[src/rtl/amstrad_mem_upload_pkg.sv]
// Shared upload/download page map: 16 KB host pages onto SDRAM bank/page bases.
// Pure combinational helpers; no state, no latency, no flow control.
package amstrad_mem_upload_pkg;

    typedef enum logic [1:0] {
        ST_IDLE,
        ST_REQ,
        ST_DATA,
        ST_DRAIN
    } state_t;

    localparam logic [7:0] IDX_ROM   = 8'd0;
    localparam logic [7:0] IDX_RAM   = 8'd1;
    localparam int         MAP_PAGES = 8;

    localparam logic [8:0] ROM_PAGE_BASE [0:3] = '{9'h000, 9'h100, 9'h107, 9'h1FF};

    typedef struct packed {
        logic       valid;
        logic       bank;
        logic [8:0] base;
    } page_map_t;

    // ROM pages 4-7 reuse the four bases of pages 0-3 in the other bank.
    function automatic page_map_t page_map(
        input logic [7:0]  index,
        input logic [10:0] page,
        input logic        ram_bank
    );
        page_map_t m;
        m = '0;
        if (page < 11'(MAP_PAGES)) begin
            case (index)
                IDX_ROM: begin
                    m.valid = 1'b1;
                    m.bank  = page[2];
                    m.base  = ROM_PAGE_BASE[page[1:0]];
                end
                IDX_RAM: begin
                    m.valid = 1'b1;
                    m.bank  = ram_bank;
                    m.base  = {6'b0, page[2:0]};
                end
                default: ;
            endcase
        end
        return m;
    endfunction

endpackage

[src/rtl/amstrad_mem_upload.sv]
// Prefetching SDRAM read-back for the host upload channel; byte ready one cycle after mem_ack
// (pad bytes two cycles after the strobe); ioctl_wait holds the host off while a fetch is pending.
module amstrad_mem_upload
    import amstrad_mem_upload_pkg::*;
#(
    parameter int         PAGES    = 8,
    parameter logic [7:0] PAD_BYTE = 8'hFF
) (
    input  logic        clk_sys,
    input  logic        reset,
    input  logic        ioctl_upload,
    input  logic [7:0]  ioctl_index,
    input  logic        ioctl_rd,
    input  logic [24:0] ioctl_addr,
    output logic [7:0]  ioctl_din,
    output logic        ioctl_wait,
    input  logic        ram_bank,
    output logic        mem_req,
    output logic [22:0] mem_addr,
    output logic        mem_bank,
    input  logic        mem_ack,
    input  logic [7:0]  mem_dout
);

    state_t      state, state_nxt;
    logic        upload_q;
    logic        start_pend, start_pend_nxt;
    logic [7:0]  idx, idx_nxt;
    logic [7:0]  din_nxt;
    logic        wait_nxt;
    logic        req_nxt;
    logic [22:0] addr_nxt;
    logic        bank_nxt;

    logic        start;
    logic        strobe;
    logic [24:0] launch_addr;
    logic [7:0]  launch_idx;
    logic [10:0] launch_page;
    page_map_t   launch_map;
    logic        launch_valid;

    always_ff @(posedge clk_sys or posedge reset) begin
        if (reset) begin
            state      <= ST_IDLE;
            upload_q   <= 1'b0;
            start_pend <= 1'b0;
            idx        <= 8'd0;
            ioctl_din  <= 8'hFF;
            ioctl_wait <= 1'b0;
            mem_req    <= 1'b0;
            mem_addr   <= 23'd0;
            mem_bank   <= 1'b0;
        end else begin
            state      <= state_nxt;
            upload_q   <= ioctl_upload;
            start_pend <= start_pend_nxt;
            idx        <= idx_nxt;
            ioctl_din  <= din_nxt;
            ioctl_wait <= wait_nxt;
            mem_req    <= req_nxt;
            mem_addr   <= addr_nxt;
            mem_bank   <= bank_nxt;
        end
    end

    always_comb begin
        state_nxt      = state;
        start_pend_nxt = start_pend;
        idx_nxt        = idx;
        din_nxt        = ioctl_din;
        wait_nxt       = ioctl_wait;
        req_nxt        = mem_req;
        addr_nxt       = mem_addr;
        bank_nxt       = mem_bank;

        // A session start seen during DRAIN is remembered and launched from IDLE.
        start        = ioctl_upload && (!upload_q || start_pend);
        strobe       = ioctl_upload && ioctl_rd && !ioctl_wait;
        launch_addr  = start ? 25'd0 : ioctl_addr + 25'd1;
        launch_idx   = start ? ioctl_index : idx;
        launch_page  = launch_addr[24:14];
        launch_map   = page_map(launch_idx, launch_page, ram_bank);
        launch_valid = launch_map.valid && (int'(launch_page) < PAGES);

        case (state)
            ST_IDLE: begin
                start_pend_nxt = 1'b0;
                if (start || strobe) begin
                    if (start) begin
                        idx_nxt = ioctl_index;
                    end
                    wait_nxt = 1'b1;
                    if (launch_valid) begin
                        req_nxt   = 1'b1;
                        addr_nxt  = {launch_map.base, launch_addr[13:0]};
                        bank_nxt  = launch_map.bank;
                        state_nxt = ST_REQ;
                    end else begin
                        state_nxt = ST_DATA;
                    end
                end
            end

            ST_REQ: begin
                if (!ioctl_upload) begin
                    wait_nxt = 1'b0;
                    if (mem_ack) begin
                        req_nxt   = 1'b0;
                        state_nxt = ST_IDLE;
                    end else begin
                        state_nxt = ST_DRAIN;
                    end
                end else if (mem_ack) begin
                    din_nxt   = mem_dout;
                    wait_nxt  = 1'b0;
                    req_nxt   = 1'b0;
                    state_nxt = ST_IDLE;
                end
            end

            ST_DATA: begin
                wait_nxt  = 1'b0;
                state_nxt = ST_IDLE;
                if (ioctl_upload) begin
                    din_nxt = PAD_BYTE;
                end
            end

            ST_DRAIN: begin
                if (ioctl_upload && !upload_q) begin
                    start_pend_nxt = 1'b1;
                end
                if (mem_ack) begin
                    req_nxt   = 1'b0;
                    state_nxt = ST_IDLE;
                end
            end

            default: begin
                state_nxt = ST_IDLE;
                req_nxt   = 1'b0;
                wait_nxt  = 1'b0;
            end
        endcase
    end

endmodule

[config.mk]
export PLATFORM = sky130hd
export DESIGN_NAME = amstrad_mem_upload
export DESIGN_NICKNAME = d
export VERILOG_FILES = /design/src/rtl/amstrad_mem_upload_pkg.sv /design/src/rtl/amstrad_mem_upload.sv
export SDC_FILE = /design/constraint.sdc
export NUM_CORES = 1
export LEC_CHECK = 0
export ABC_AREA = 1
export CORE_UTILIZATION = 30
export CTS_CLUSTER_DIAMETER = 120
export DETAILED_ROUTE_END_ITERATION = 12
export REMOVE_ABC_BUFFERS = 1
export SYNTH_ARGS = -nofsm -noshare
export SYNTH_HDL_FRONTEND = slang
export SYNTH_SLANG_ARGS = --single-unit
export TNS_END_PERCENT = 100
[constraint.sdc]
create_clock -name clk_sys -period 2.4 [get_ports clk_sys]
set_input_delay 0.6 -clock clk_sys [delete_from_list [all_inputs] [get_ports clk_sys]]
set_output_delay 0.6 -clock clk_sys [all_outputs]
set_load 0.005 [all_outputs]
**Word level (Yosys, flattened, before mapping)**

Index checks and enable logic that the tools add are counted.
W data, S select, Z words.

- Flip-flop bits (word level): 46
- Input port bits: 47
- Output and inout port bits: 34
- Word-level logic and storage cells: 74

- Add/sub/neg operators: 1
- $lt $le $gt $ge: 3
- Eq/ne operators: 12
- Multiplexer cells: 26
- Bitwise gates (word level): 1
- Reduce and logical (&&, ||, !) cells: 22

Operators by type and width:

| operator | number |
|---|---|
| $mux W8 | 4 |
| $add A25 B1 Y25 const B | 1 |
| $mux W25 | 1 |
| $lt A11 B4 Y1 const B | 2 |
| $pmux W11 S2 | 1 |
| $bmux W9 S2 | 1 |
| $mux W9 | 2 |
| $pmux W8 S2 | 1 |
| $ne A2 B2 Y1 const B | 6 |
| $mux W11 | 1 |
| $mux W2 | 5 |
| $eq A8 B1 Y1 const B | 1 |
| $logic_not A8 Y1 | 1 |
| $pmux W2 S4 | 1 |
| $reduce_and A4 Y1 | 2 |
| $mux W1 | 6 |
| $reduce_and A3 Y1 | 2 |
| $reduce_bool A2 Y1 | 3 |
| $logic_and A1 B1 Y1 | 5 |
| $eq A2 B2 Y1 const B | 2 |
| $pmux W1 S2 | 2 |
| $reduce_and A2 Y1 | 2 |
| $ge A3 B3 Y1 const B | 1 |
| $ne A3 B3 Y1 const B | 1 |
| 9 further kinds | 11 |

**Logic depth before layout (Yosys ltp)**

Gate-level depths: netlist (run 1).

- Depth in word-level cells: 14
- Depth in mapped cells: 15
- Depth with buffers taken out: 14

**Worst setup path before layout (run 1)**

OpenSTA, ideal clock, no wires.

- Path type: input -> register
- From: input ioctl_addr[0]
- To: register mem_addr[15]
- Arrival time: 1.947 ns
- Required time: 2.283 ns
- Slack: 0.337 ns
- Stages on the path: 13
- Cell sequence: ha_1 -> nand3_2 -> nor2_4 -> nand2_2 -> nor2_1 -> nand2_1 -> nand3_1 -> nand2_1 -> nor2_4 -> nand4_4 -> buf_4 -> nand2_1 -> nand2_1

- Longest elaborated chain between the ends: 8
- Elaborated cells between the ends (all ways): 12

Ends and longest elaborated chain:

| what | RTL line | text |
|---|---|---|
| start, declared | amstrad_mem_upload.sv:14 | `input logic [24:0] ioctl_addr,` |
| $add A25 B1 Y25 (*) | amstrad_mem_upload.sv:80 | `launch_addr = start ? 25'd0 : ioctl_addr + 25'd1;` |
| $mux W25 (*) | amstrad_mem_upload.sv:80 |  |
| branches (longest 6 deep; another with $lt A11 B4 Y1) | - |  |
| end signal, assigned | amstrad_mem_upload.sv:62 | `mem_addr <= addr_nxt;` |
| end, declared | amstrad_mem_upload.sv:19 | `output logic [22:0] mem_addr,` |

Mark *: on every way between the ends. The select of a mux whose other input is x is not followed.
A chain may end at the register's enable or synchronous reset.

**Worst setup path in the final report (run 1)**

- From: input ioctl_upload
- To: register mem_addr[16]

- Longest elaborated chain between the ends: 8
- Elaborated cells between the ends (all ways): 18

Ends and longest elaborated chain:

| what | RTL line | text |
|---|---|---|
| start, declared | amstrad_mem_upload.sv:11 | `input logic ioctl_upload,` |
| branches (longest 8 deep; another with $lt A11 B4 Y1) | - |  |

Several ways; the timed one is not identified. The select of a mux whose other input is x is not followed.

==> summary.txt, run 1 <==
Global routing
  • Vias in the first global route: 2,898
  • First-pass GRT wire length: 13,300 µm
  • Largest net degree at the start of global routing: 43
  • Initial antenna violation count: 0
  • Tot GR Track Use: 16.7%
  • Grt ovf: 0

Floorplanning
  • Num rows: 35
  • Die X: between 90 and 100 µm
  • # IOs: 81
  • Core ar.: 0.00920 mm²
  • Die height: roughly 99 µm
  • Die area: roughly 0.01 mm²
  • Initial core utilization: 30.9%

Timing
  • Worst hold slack: 0.454 ns
  • Final period util: 93.6%
  • Final setup vio count: 0
  • Max Clock Freq: 445 MHz
  • Fin. Hold Viols: 0
  • Setup Skew: ~0.009 ns
  • Max transition margin: 65.0%
  • Actual slew at the worst max-slew pin: 0.525 ns
  • Tmin final: 2.25 ns
  • Max-slew violation count: 0

Critical path
  • Peak fanout along the critical path: 10
  • CP startpoint kind: primary input
  • Setup Crit Path Kind: primary input to flop
  • Worst EP required: 2.62 ns
  • Crit. End Element: flop
  • CP arrival: 2.47 ns

Power and ir drop
  • Clock power frac: 18.3%
  • Leak: 2.20 nW
  • Switch share: 35.7%
  • Cell Int Power: roughly 1.7 mW
  • Worst vdd ir: 0.000290 V
  • Comb pwr share: 42.7%
  • Power Dens Cells: 592 mW/mm²
  • Reg power frac: 39.0%
  • Sw Pwr: 0.941 mW

Clocking
  • Clock Sink Count: 42
  • Number of buffers created by CTS: 5
  • Clock tree buffer depth: 2
  • CTS tree: built
  • Hold buffers post-CTS: 0
  • H-tree Lvls: 2
  • Root Buffer: clkbuf_8
  • Clk slew on worst S/H paths: roughly 0.080 ns
  • Worst skew pair latency: 0.30 ns

Drt
  • Vias per cell: 4.63
  • Post-route antenna net violation count: 0
  • Drt pass-1 iters: 4
  • DRC: 0
  • WL final: 8010 µm
  • Vias: a little over 3,000
  • Avg WL per Cell: 12.2 µm
  • Initial DRC Count: between 100 and 150

Final layout
  • Fill count: 955
  • Post-route insts no fill: 654
  • Area growth syn-to-layout: 56.7%
  • Fin nets: 594
  • Fraction of layout cells with a size suffix above 1: between 20 and 25%
  • Ant. Diodes: 0

Run status
  • Status: complete, no violations

Synthesis
  • Synthesized flop and latch total: 42
  • Yosys Warn Count: 0
  • Syn Inst Count: 405
  • Post-synth ARST share: 100%
  • Post-synthesis sequential area ratio: 37.4%
  • Most used DFF post-synth: dfrtp_1
  • Avg Cell Area, Syn: around 7 µm²
  • Post-synthesis cell type count: 37
  • Post-synth EDFFs: 0
  • Mapped cell area: 0.00284 mm²

Place
  • Placed cell count: 634
  • I/O Buffers: 80
  • Placer Congestion: 0.844
  • Post-DP HPWL: 6110 µm

Min path
  • Worst Hold Class: flop to flop

Run
  • Max-cap violations: 0
[power by group through the flow]
stage	clock (mW)	sequential (mW)	combinational, mW
finish	0.482	1.03	1.12
global placement	0	1.03	1.08
detailed placement	0	1.05	1.10
global route	0.523	1.05	1.27
floorplan	0	1.03	0.583
CTS	0.492	1.03	1.11
[state kept, by name (all words and copies together) (netlist names)]
signal,flops
start_pend,1
state,2
mem_addr,19
upload_q,1
ioctl_wait,1
ioctl_din,8
mem_bank,1
idx,8
mem_req,1
[path summary, 6_finish.rpt]
path	startpoint	to	slack [ns]	cells past startpoint
max	ioctl_upload	mem_addr[16]$_DFFE_PP0P_	0.15	13
max in group asynchronous	reset	ioctl_din[6]$_DFFE_PP1P_	1.28	3
min	upload_q$_DFF_PP0_	start_pend$_DFFE_PP0P_	0.45	1
min in group asynchronous	reset	mem_addr[21]$_DFFE_PP0P_	0.75	3
max reg2reg	start_pend$_DFFE_PP0P_	mem_addr[16]$_DFFE_PP0P_	0.47	15
min reg2reg	upload_q$_DFF_PP0_	start_pend$_DFFE_PP0P_	0.45	1
[cells in the mapped netlist (6+ instances only)]
master	instances	share of area (%)
nand2_1	129	17
inv_1	44	5.8
nor2_1	42	5.6
dfrtp_1	34	30
o21ai_0	34	6.0
nand3_1	20	3.5
a21oi_1	9	1.6
dfstp_2	8	7.4
a31oi_1	7	1.5
nor3_1	7	1.2
o21ai_1	7	1.2
nand2_2	6	1.3
nor2_2	6	1.3
nor2_4	6	2.4
[placed cells by master (no fill, tap or decap), types with 2 or more instances in the layout]
| cell | count |
|---|---|
| clkdlybuf4s50_1 | 57 |
| dlymetal6s2s_1 | 13 |
| clkbuf_8 | 6 |
| nor2_2 | 15 |
| buf_6 | 3 |
| buf_4 | 55 |
| dfrtp_1 | 34 |
| nor3_1 | 6 |
| or2_2 | 2 |
| dfstp_2 | 8 |
| nand2_4 | 2 |
| nand2_2 | 15 |
| ha_1 | 4 |
| o21bai_1 | 3 |
| nand2_1 | 119 |
| a21oi_1 | 9 |
| nor2_1 | 29 |
| o21ai_2 | 3 |
| nand3_2 | 3 |
| o21ai_1 | 8 |
| buf_12 | 2 |
| o211ai_1 | 2 |
| nor2_4 | 10 |
| nand3_1 | 20 |
| dlygate4sd2_1 | 10 |
| inv_1 | 44 |
| o21ai_0 | 33 |
| xor2_1 | 2 |
| a31oi_1 | 7 |
[layer usage]
metal	share of wire (%)	up-vias	GRT usage, %
li1	-	1561	-
met1	46	1388	22.1
met2	49	72	28.6
met3	3.6	10	1.97
met4	1.4	0	5.20
met5	0	-	0
[kinds of logic (layout without fill, tap and decap cells)]
group | Yosys count | count (layout) | share of synthesized area, %
AO/OA/AOI/OAI | 67 | 67 | 13.1
XOR/XNOR | 2 | 2 | 0.617
adder cells (fa/ha/maj) | 5 | 5 | 2.20
buffers and inverters | 60 | 198 | 9.83
flip-flops | 42 | 42 | 37.4
multiplexers | 1 | 1 | 0.353
AND/OR/NAND/NOR | 228 | 228 | 36.5
[through the flow]
step / TNS, ns / power [mW] / worst slack [ns] / util, % / cell area [µm²]
2_1_floorplan: 0 / 1.61 / 0.157 / - / 2740
3_3_place_gp: -5.90 / 2.11 / -0.290 / 44.4 / 4080
3_5_place_dp: -6.47 / 2.15 / -0.322 / 44.4 / 4080
4_1_cts: 0 / 2.63 / 0.000163 / 47.4 / 4360
5_1_grt: -0.138 / 2.85 / -0.0213 / 48.4 / 4450
6_report: 0 / 2.63 / 0.153 / 48.4 / 4450
[worst max-delay path, stage by stage]
cell and delay (ns):
clkdlybuf4s50_1 0.54, nand2_4 0.12, inv_6 0.12, o21ai_0 0.10, nor2_1 0.12, nand2_2 0.10, nor2_4 0.14, nand4_4 0.16
buf_6 0.16, buf_12 0.12, nand2_1 0.05, inv_1 0.04, nor2_1 0.08
[area by class of cell]
class                           instances  area, µm²  area share, %
Multi-Input combinational cell        303       1600           36.0
Timing Repair Buffer                  142       1370           30.7
Sequential cell                        42       1060           23.8
Inverter                               48        188           4.22
Tap cell                              111        139           3.12
Clock buffer                            7       86.3           1.94
Clock inverter                          1       5.00          0.112
[repair_timing]
item / CTS / global route
pin swaps: 7 / 11
cloned: 2 / 0
endpoints found under the setup margin: 3 / 21
resized for setup: 33 / 29
buffers inserted: 8 / 2
No activity file was read; power rests on OpenSTA's default activity.
==> inputs of run 2 (changes only) <==
- CTS_BUF_LIST: not set -> sky130_fd_sc_hd__clkbuf_4 sky130_fd_sc_hd__clkbuf_8
- GPL_TIMING_DRIVEN: not set -> 0
==> run 2 against run 1 <==
Hold slack improved by 0.0098 ns. Largest cell class unchanged. Sequential power about the same. Clock skew decreased by 0.0029 ns. Register-to-register slack got worse by 0.26 ns. Fmax increased by 0.50%.
==> summary.txt, run 2 (same netlist as run 1, synthesis figures left out) <==
Run
  • Max-cap violations: 0 (unchanged)

Critical path
  • Worst EP required: 2.59 ns (was 2.62 ns)
  • CP startpoint kind: primary input (unchanged)
  • Crit. End Element: flop (unchanged)
  • Peak fanout along the critical path: 25 (was 10)
  • Setup Crit Path Kind: primary input to flop (unchanged)
  • CP arrival: 2.43 ns (was 2.47 ns)

Final layout
  • Ant. Diodes: 0 (unchanged)
  • Commonest non-fill, non-tap cell in the layout: nand2_1 (unchanged)
  • Fill count: 909 (was 955)
  • Fraction of layout cells with a size suffix above 1: 19.7% (was 24.9%)
  • Most frequent cells in the layout: nand2_1 (119), clkdlybuf4s50_1 (55), inv_1 (43), o21ai_0 (34), dfrtp_1 (34) (was nand2_1 (119), clkdlybuf4s50_1 (57), buf_4 (55), inv_1 (44), dfrtp_1 (34))
  • Reg with most FFs: mem_addr (unchanged)
  • Area growth syn-to-layout: 46.9% (was 56.7%)
  • Largest register FFs: 19 (unchanged)
  • Fin nets: 553 (was 594)
  • Regs by FF count: mem_addr: 19 flops, idx: 8 flops, ioctl_din: 8 flops (unchanged)

Drt
  • Avg WL per Cell: 13.7 µm (was 12.2 µm)
  • Initial DRC Count: 177 (was 113)
  • Vias per cell: 4.75 (was 4.63)
  • Drt pass-1 iters: 4 (unchanged)
  • WL final: 8420 µm (was 8010 µm)
  • Post-route antenna net violation count: 0 (unchanged)
  • Vias: 2,912 (was 3,031)
  • DRC: 0 (unchanged)

Global routing
  • Largest net degree at the start of global routing: 26 (was 43)
  • Vias in the first global route: 2,885 (was 2,898)
  • Grt ovf: 0 (unchanged)
  • First-pass GRT wire length: 13,800 µm (was 13,300 µm)
  • Tot GR Track Use: 17.7% (was 16.7%)
  • Initial antenna violation count: 0 (unchanged)

Clocking
  • Root Buffer: clkbuf_8 (unchanged)
  • Clk slew on worst S/H paths: 0.09 ns (was 0.08 ns)
  • Number of buffers created by CTS: 5 (unchanged)
  • Worst skew pair latency: 0.30 ns (about the same)
  • CTS tree: built (unchanged)
  • Clock Sink Count: 42 (unchanged)
  • Clock tree buffer depth: 2 (unchanged)
  • H-tree Lvls: 2 (unchanged)
  • Hold buffers post-CTS: 0 (unchanged)

Timing
  • Setup Skew: 0.00595 ns (was 0.00881 ns)
  • Worst hold slack: 0.464 ns (was 0.454 ns)
  • Actual slew at the worst max-slew pin: 0.678 ns (was 0.525 ns)
  • Worst Setup Slack, final: 0.165 ns (was 0.153 ns)
  • Fin. Hold Viols: 0 (unchanged)
  • Max-slew violation count: 0 (unchanged)
  • Final setup vio count: 0 (unchanged)
  • Max transition margin: 54.6% (was 65.0%)
  • Final period util: 93.1% (was 93.6%)
  • Max Clock Freq: 447 MHz (was 445 MHz)
  • Tmin final: 2.24 ns (was 2.25 ns)

Place
  • Placer Congestion: 0.879 (was 0.844)
  • Dpl ws: -1.04 ns (was -0.322 ns)
  • I/O Buffers: 80 (unchanged)
  • Post-DP HPWL: 5740 µm (was 6110 µm)

Power and ir drop
  • Clock power frac: 25.4% (was 18.3%)
  • Leak: 1.94 nW (was 2.20 nW)
  • Cell Int Power: 1.85 mW (was 1.69 mW)
  • Switch share: 34.1% (was 35.7%)
  • Reg power frac: 36.4% (was 39.0%)
  • Worst vdd ir: 0.000246 V (was 0.000290 V)
  • Sw Pwr: 0.955 mW (was 0.941 mW)
  • Power Dens Cells: 672 mW/mm² (was 592 mW/mm²)
  • Comb pwr share: 38.2% (was 42.7%)

Floorplanning
  • Die X: 99.3 µm (unchanged)
  • Die area: 0.00986 mm² (unchanged)
  • Core ar.: 0.00920 mm² (unchanged)
  • Initial core utilization: 30.9% (unchanged)
  • Die height: 99.3 µm (unchanged)
  • # IOs: 81 (unchanged)
  • Num rows: 35 (unchanged)

Run status
  • Status: complete, no violations (unchanged)

Min path
  • Worst Hold Class: flop to flop (unchanged)
## run 2: changes by cell type in the layout (fill, tap and decap cells not counted), sizes merged
cell / delta
bufinv: +2
bufbuf: -1
dlymetal6s2s: -9
clkdlybuf4s50: -2
dlygate4sd2: +6
buf: -41
clkdlybuf4s15: +3
nand4: +1
clkinv: -1
clkbuf: +1
## run 2: metrics by stage
stage | instances | util (%) | power, mW | area [µm²] | setup TNS, ns
2_1_floorplan | 393 | - | 1.61 | 2740 | 0
3_3_place_gp | 584 | 40.0 | 2.01 | 3680 | -27.43
3_5_place_dp | 585 | 40.3 | 2.06 | 3710 | -25.76
4_1_cts | 612 | 44.8 | 2.83 | 4120 | 0
5_1_grt | 613 | 45.3 | 3.02 | 4170 | -0.00924
6_report | 613 | 45.3 | 2.80 | 4170 | 0
## run 2: repair_timing
item	CTS	global route
pin swaps	13	3
endpoints found under the setup margin	33	31
setup buffers	17	1
cloned	2	0
gates resized for setup	54	19
## run 2: final timing paths
| check | slack [ns] | to | depth (start not counted) | from |
|---|---|---|---|---|
| setup / recovery | 0.16 | mem_addr[0]$_DFFE_PP0P_ | 9 | ioctl_upload |
| hold / removal | 0.46 | start_pend$_DFFE_PP0P_ | 1 | upload_q$_DFF_PP0_ |
| setup reg to reg | 0.21 | mem_addr[0]$_DFFE_PP0P_ | 10 | start_pend$_DFFE_PP0P_ |
| hold reg to reg | 0.46 | start_pend$_DFFE_PP0P_ | 1 | upload_q$_DFF_PP0_ |
| max in group asynchronous | 1.19 | ioctl_din[0]$_DFFE_PP1P_ | 3 | reset |
| min in group asynchronous | 0.65 | mem_bank$_DFFE_PP0P_ | 2 | reset |
## run 2: metal layers
metal  global-route usage, %  vias up  part of all wire, %
li1                        -     1477                    -
met1                    22.4     1332                   45
met2                    29.5       84                   49
met3                    2.95       19                  4.0
met4                    8.14        0                  2.4
met5                       0        -                    0
## run 2: worst max-delay path: stages
cell and delay, ns:
clkdlybuf4s15_2 0.29, nand2_8 0.18, inv_6 0.18, a31oi_1 0.10
nor2_4 0.40, nand4_4 0.28, buf_4 0.26, nand2_1 0.06
o21ai_1 0.06
## run 2: final cells by class
type / count / area [µm²] / area share, %
Tap cell: 111 / 139 / 3.33
Clock buffer: 6 / 82.6 / 1.98
Multi-Input combinational cell: 304 / 1650 / 39.6
Inverter: 48 / 185 / 4.44
Timing Repair Buffer: 100 / 992 / 23.8
Clock inverter: 2 / 60.1 / 1.44
Sequential cell: 42 / 1060 / 25.4
## run 2: power by group through the flow
stage	Combinational, mW	Clock, mW	Sequential, mW
detailed placement	1.02	0	1.04
global placement	0.986	0	1.03
finish	1.07	0.710	1.02
global route	1.22	0.757	1.05
floorplan	0.583	0	1.03
CTS	1.07	0.738	1.02
==> inputs of run 3 (changes only) <==
- CELL_PAD_IN_SITES_DETAIL_PLACEMENT: not set -> 1
- CELL_PAD_IN_SITES_GLOBAL_PLACEMENT: not set -> 2
- CORE_UTILIZATION: 30 -> 27
- PLACE_DENSITY_LB_ADDON: not set -> 0.1
- SKIP_CTS_REPAIR_TIMING: not set -> 1
==> run 3 against run 2 <==
Core utilization shrank 4.8 points. Hold slack gained 0.015 ns. Sequential share of layout area is essentially flat. Total power shrank 7.8%.
==> summary.txt, run 3 (same netlist as run 1, synthesis figures left out) <==
Run status
  • Status: complete, no violations (unchanged)

Final layout
  • Post-route insts no fill: 633 (was 613)
  • Fin nets: 548 (was 553)
  • Largest register FFs: 19 (unchanged)
  • Commonest non-fill, non-tap cell in the layout: nand2_1 (unchanged)
  • Reg with most FFs: mem_addr (unchanged)
  • Most frequent cells in the layout: nand2_1 (117), clkdlybuf4s50_1 (56), inv_1 (43), o21ai_0 (34), dfrtp_1 (34) (was nand2_1 (119), clkdlybuf4s50_1 (55), inv_1 (43), o21ai_0 (34), dfrtp_1 (34))
  • Regs by FF count: mem_addr: 19 flops, idx: 8 flops, ioctl_din: 8 flops (unchanged)
  • Final instance area: 0.00417 mm² (about the same)
  • Area growth syn-to-layout: 46.8% (was 46.9%)
  • Final Util: 40.6% (was 45.3%)
  • Fraction of layout cells with a size suffix above 1: 19.1% (was 19.7%)
  • Ant. Diodes: 0 (unchanged)

Timing
  • Setup_tns: 0 ns (unchanged)
  • Setup Skew: 0.0101 ns (was 0.00595 ns)
  • Worst Setup Slack, final: 0.106 ns (was 0.165 ns)
  • Max Clock Freq: 436 MHz (was 447 MHz)
  • Final setup vio count: 0 (unchanged)
  • Max-slew violation count: 0 (unchanged)
  • Fin. Hold Viols: 0 (unchanged)
  • Worst hold slack: 0.479 ns (was 0.464 ns)
  • Tmin final: 2.29 ns (was 2.24 ns)
  • Max transition margin: 50.6% (was 54.6%)
  • Final period util: 95.6% (was 93.1%)
  • Actual slew at the worst max-slew pin: 0.737 ns (was 0.678 ns)

Power and ir drop
  • Clock power frac: 18.6% (was 25.4%)
  • Reg power frac: 39.5% (was 36.4%)
  • Post-layout total power: 2.58 mW (was 2.80 mW)
  • Comb pwr share: 42.0% (was 38.2%)
  • Leak: 2.05 nW (was 1.94 nW)
  • Worst vdd ir: 0.000311 V (was 0.000246 V)
  • Sw Pwr: 0.961 mW (was 0.955 mW)
  • Power Dens Cells: 620 mW/mm² (was 672 mW/mm²)
  • Switch share: 37.2% (was 34.1%)
  • Cell Int Power: 1.62 mW (was 1.85 mW)

Critical path
  • FF-to-FF setup slack: 0.18 ns (was 0.21 ns)
  • Peak fanout along the critical path: 8 (was 25)
  • RR Endpoint: mem_addr[16]$_DFFE_PP0P_ (was mem_addr[0]$_DFFE_PP0P_)
  • CP Buf/Inv Count: 2 (was 3)
  • Max incr delay on CP: 0.35 ns (was 0.40 ns)
  • Crit path cell chain: dlymetal6s2s_1 -> ha_4 -> nand3_4 -> nor3_4 -> nand3_1 -> nand3_1 -> nand2_2 -> nor2_4 -> nand4_4 -> buf_4 -> nor2_1 -> nor2_1 (was clkdlybuf4s15_2 -> nand2_8 -> inv_6 -> a31oi_1 -> nor2_4 -> nand4_4 -> buf_4 -> nand2_1 -> o21ai_1)
  • Reg2reg path depth: 12 (was 10)
  • Family with the most delay on the worst path: simple AND/OR/NAND/NOR gates (unchanged)
  • Worst EP required: 2.59 ns (about the same)
  • Setup Crit Path Kind: primary input to flop (unchanged)
  • RR Startpoint: start_pend$_DFFE_PP0P_ (unchanged)
  • Crit. End Element: flop (unchanged)
  • CP startpoint kind: primary input (unchanged)
  • CP arrival: 2.49 ns (was 2.43 ns)
  • Slowest CP cell: nor3_4 (was nor2_4)

Drt
  • Initial DRC Count: 54 (was 177)
  • DRC: 0 (unchanged)
  • Avg WL per Cell: 13.9 µm (was 13.7 µm)
  • Vias: 2,897 (was 2,912)
  • Post-route antenna net violation count: 0 (unchanged)
  • Drt pass-1 iters: 4 (unchanged)
  • WL final: 8770 µm (was 8420 µm)
  • Vias per cell: 4.58 (was 4.75)

Place
  • Placer Congestion: 0.766 (was 0.879)
  • Dpl cell area: 0.00373 mm² (was 0.00371 mm²)
  • Dpl ws: -1.11 ns (was -1.04 ns)
  • Placed cell count: 610 (was 585)
  • I/O Buffers: 80 (unchanged)
  • Post-DP HPWL: 6460 µm (was 5740 µm)

Floorplanning
  • Num rows: 37 (was 35)
  • Die height: 105 µm (was 99.3 µm)
  • Core ar.: 0.0103 mm² (was 0.00920 mm²)
  • # IOs: 81 (unchanged)
  • Die area: 0.0109 mm² (was 0.00986 mm²)
  • Die X: 105 µm (was 99.3 µm)
  • Initial core utilization: 27.6% (was 30.9%)

Min path
  • Worst Hold Depth: 2 (was 1)
  • Worst Hold Class: flop to flop (unchanged)
  • WHS Endpoint: mem_addr[9]$_DFFE_PP0P_ (was start_pend$_DFFE_PP0P_)
  • Min-delay src: mem_addr[9]$_DFFE_PP0P_ (was upload_q$_DFF_PP0_)

Global routing
  • Largest net degree at the start of global routing: 34 (was 26)
  • First-pass GRT wire length: 13,800 µm (about the same)
  • Vias in the first global route: 2,816 (was 2,885)
  • Grt ovf: 0 (unchanged)
  • Tot GR Track Use: 15.8% (was 17.7%)
  • Initial antenna violation count: 0 (unchanged)

Run
  • Max-cap violations: 0 (unchanged)

Clocking
  • H-tree Lvls: 2 (unchanged)
  • CTS tree: built (unchanged)
  • Clock Sink Count: 42 (unchanged)
  • Number of buffers created by CTS: 5 (unchanged)
  • Clock tree buffer depth: 2 (unchanged)
  • Root Buffer: clkbuf_8 (unchanged)
  • Worst skew pair latency: 0.29 ns (was 0.30 ns)
  • Clk slew on worst S/H paths: 0.09 ns (about the same)
==> run 3: worst max-delay path by stage <==
stage	startpoint	to	slack (ns)	cells after the start
final	ioctl_addr[0]	mem_addr[16]$_DFFE_PP0P_	0.11	12
after detailed placement	ioctl_upload	mem_addr[15]$_DFFE_PP0P_	-1.11	9
after CTS	ioctl_upload	mem_addr[5]$_DFFE_PP0P_	-0.81	9
after global placement	ioctl_upload	mem_addr[15]$_DFFE_PP0P_	-1.10	9
after global routing	start_pend$_DFFE_PP0P_	mem_bank$_DFFE_PP0P_	-0.01	13
after floorplan	ioctl_addr[0]	mem_addr[15]$_DFFE_PP0P_	0.16	13
==> run 3: layer usage <==
| layer | share of wire, % | wire length (µm) | vias up | GRT usage (%) |
|---|---|---|---|---|
| met4 | 0.43 | 38 | 0 | 2.76 |
| met1 | 50 | 4410 | 1367 | 21.8 |
| met5 | 0 | 0 | - | 0 |
| li1 | - | - | 1473 | - |
| met3 | 2.8 | 247 | 2 | 2.56 |
| met2 | 46 | 4070 | 55 | 26.1 |
==> run 3: power by group through the flow <==
stage               clock (mW)  combinational [mW]  sequential [mW]
finish                   0.479                1.08             1.02
global route             0.533                1.22             1.05
CTS                      0.502                1.05             1.03
detailed placement           0                1.04             1.04
global placement             0                1.02             1.03
floorplan                    0               0.583             1.03
==> run 3: final cells by class <==
type                    instances  area (µm²)
inverters                      48         190
flip-flops and latches         42        1060
repair buffers                 95         992
well taps                     136         170
multi-input cells             304        1670
fillers                      1305        6110
clock buffers                   6        76.3
clock inverters                 2        13.8
==> run 3: worst reg2reg max path, stage by stage, from the launching register on <==
cell	delay (ns)
dfrtp_1	0.36
clkinv_1	0.06
nand2_1	0.15
nand2_8	0.18
inv_8	0.19
o21ai_0	0.13
nor2_1	0.12
nand2_1	0.13
nor2_4	0.23
nand4_4	0.21
buf_4	0.22
nor2_1	0.09
nor2_1	0.05
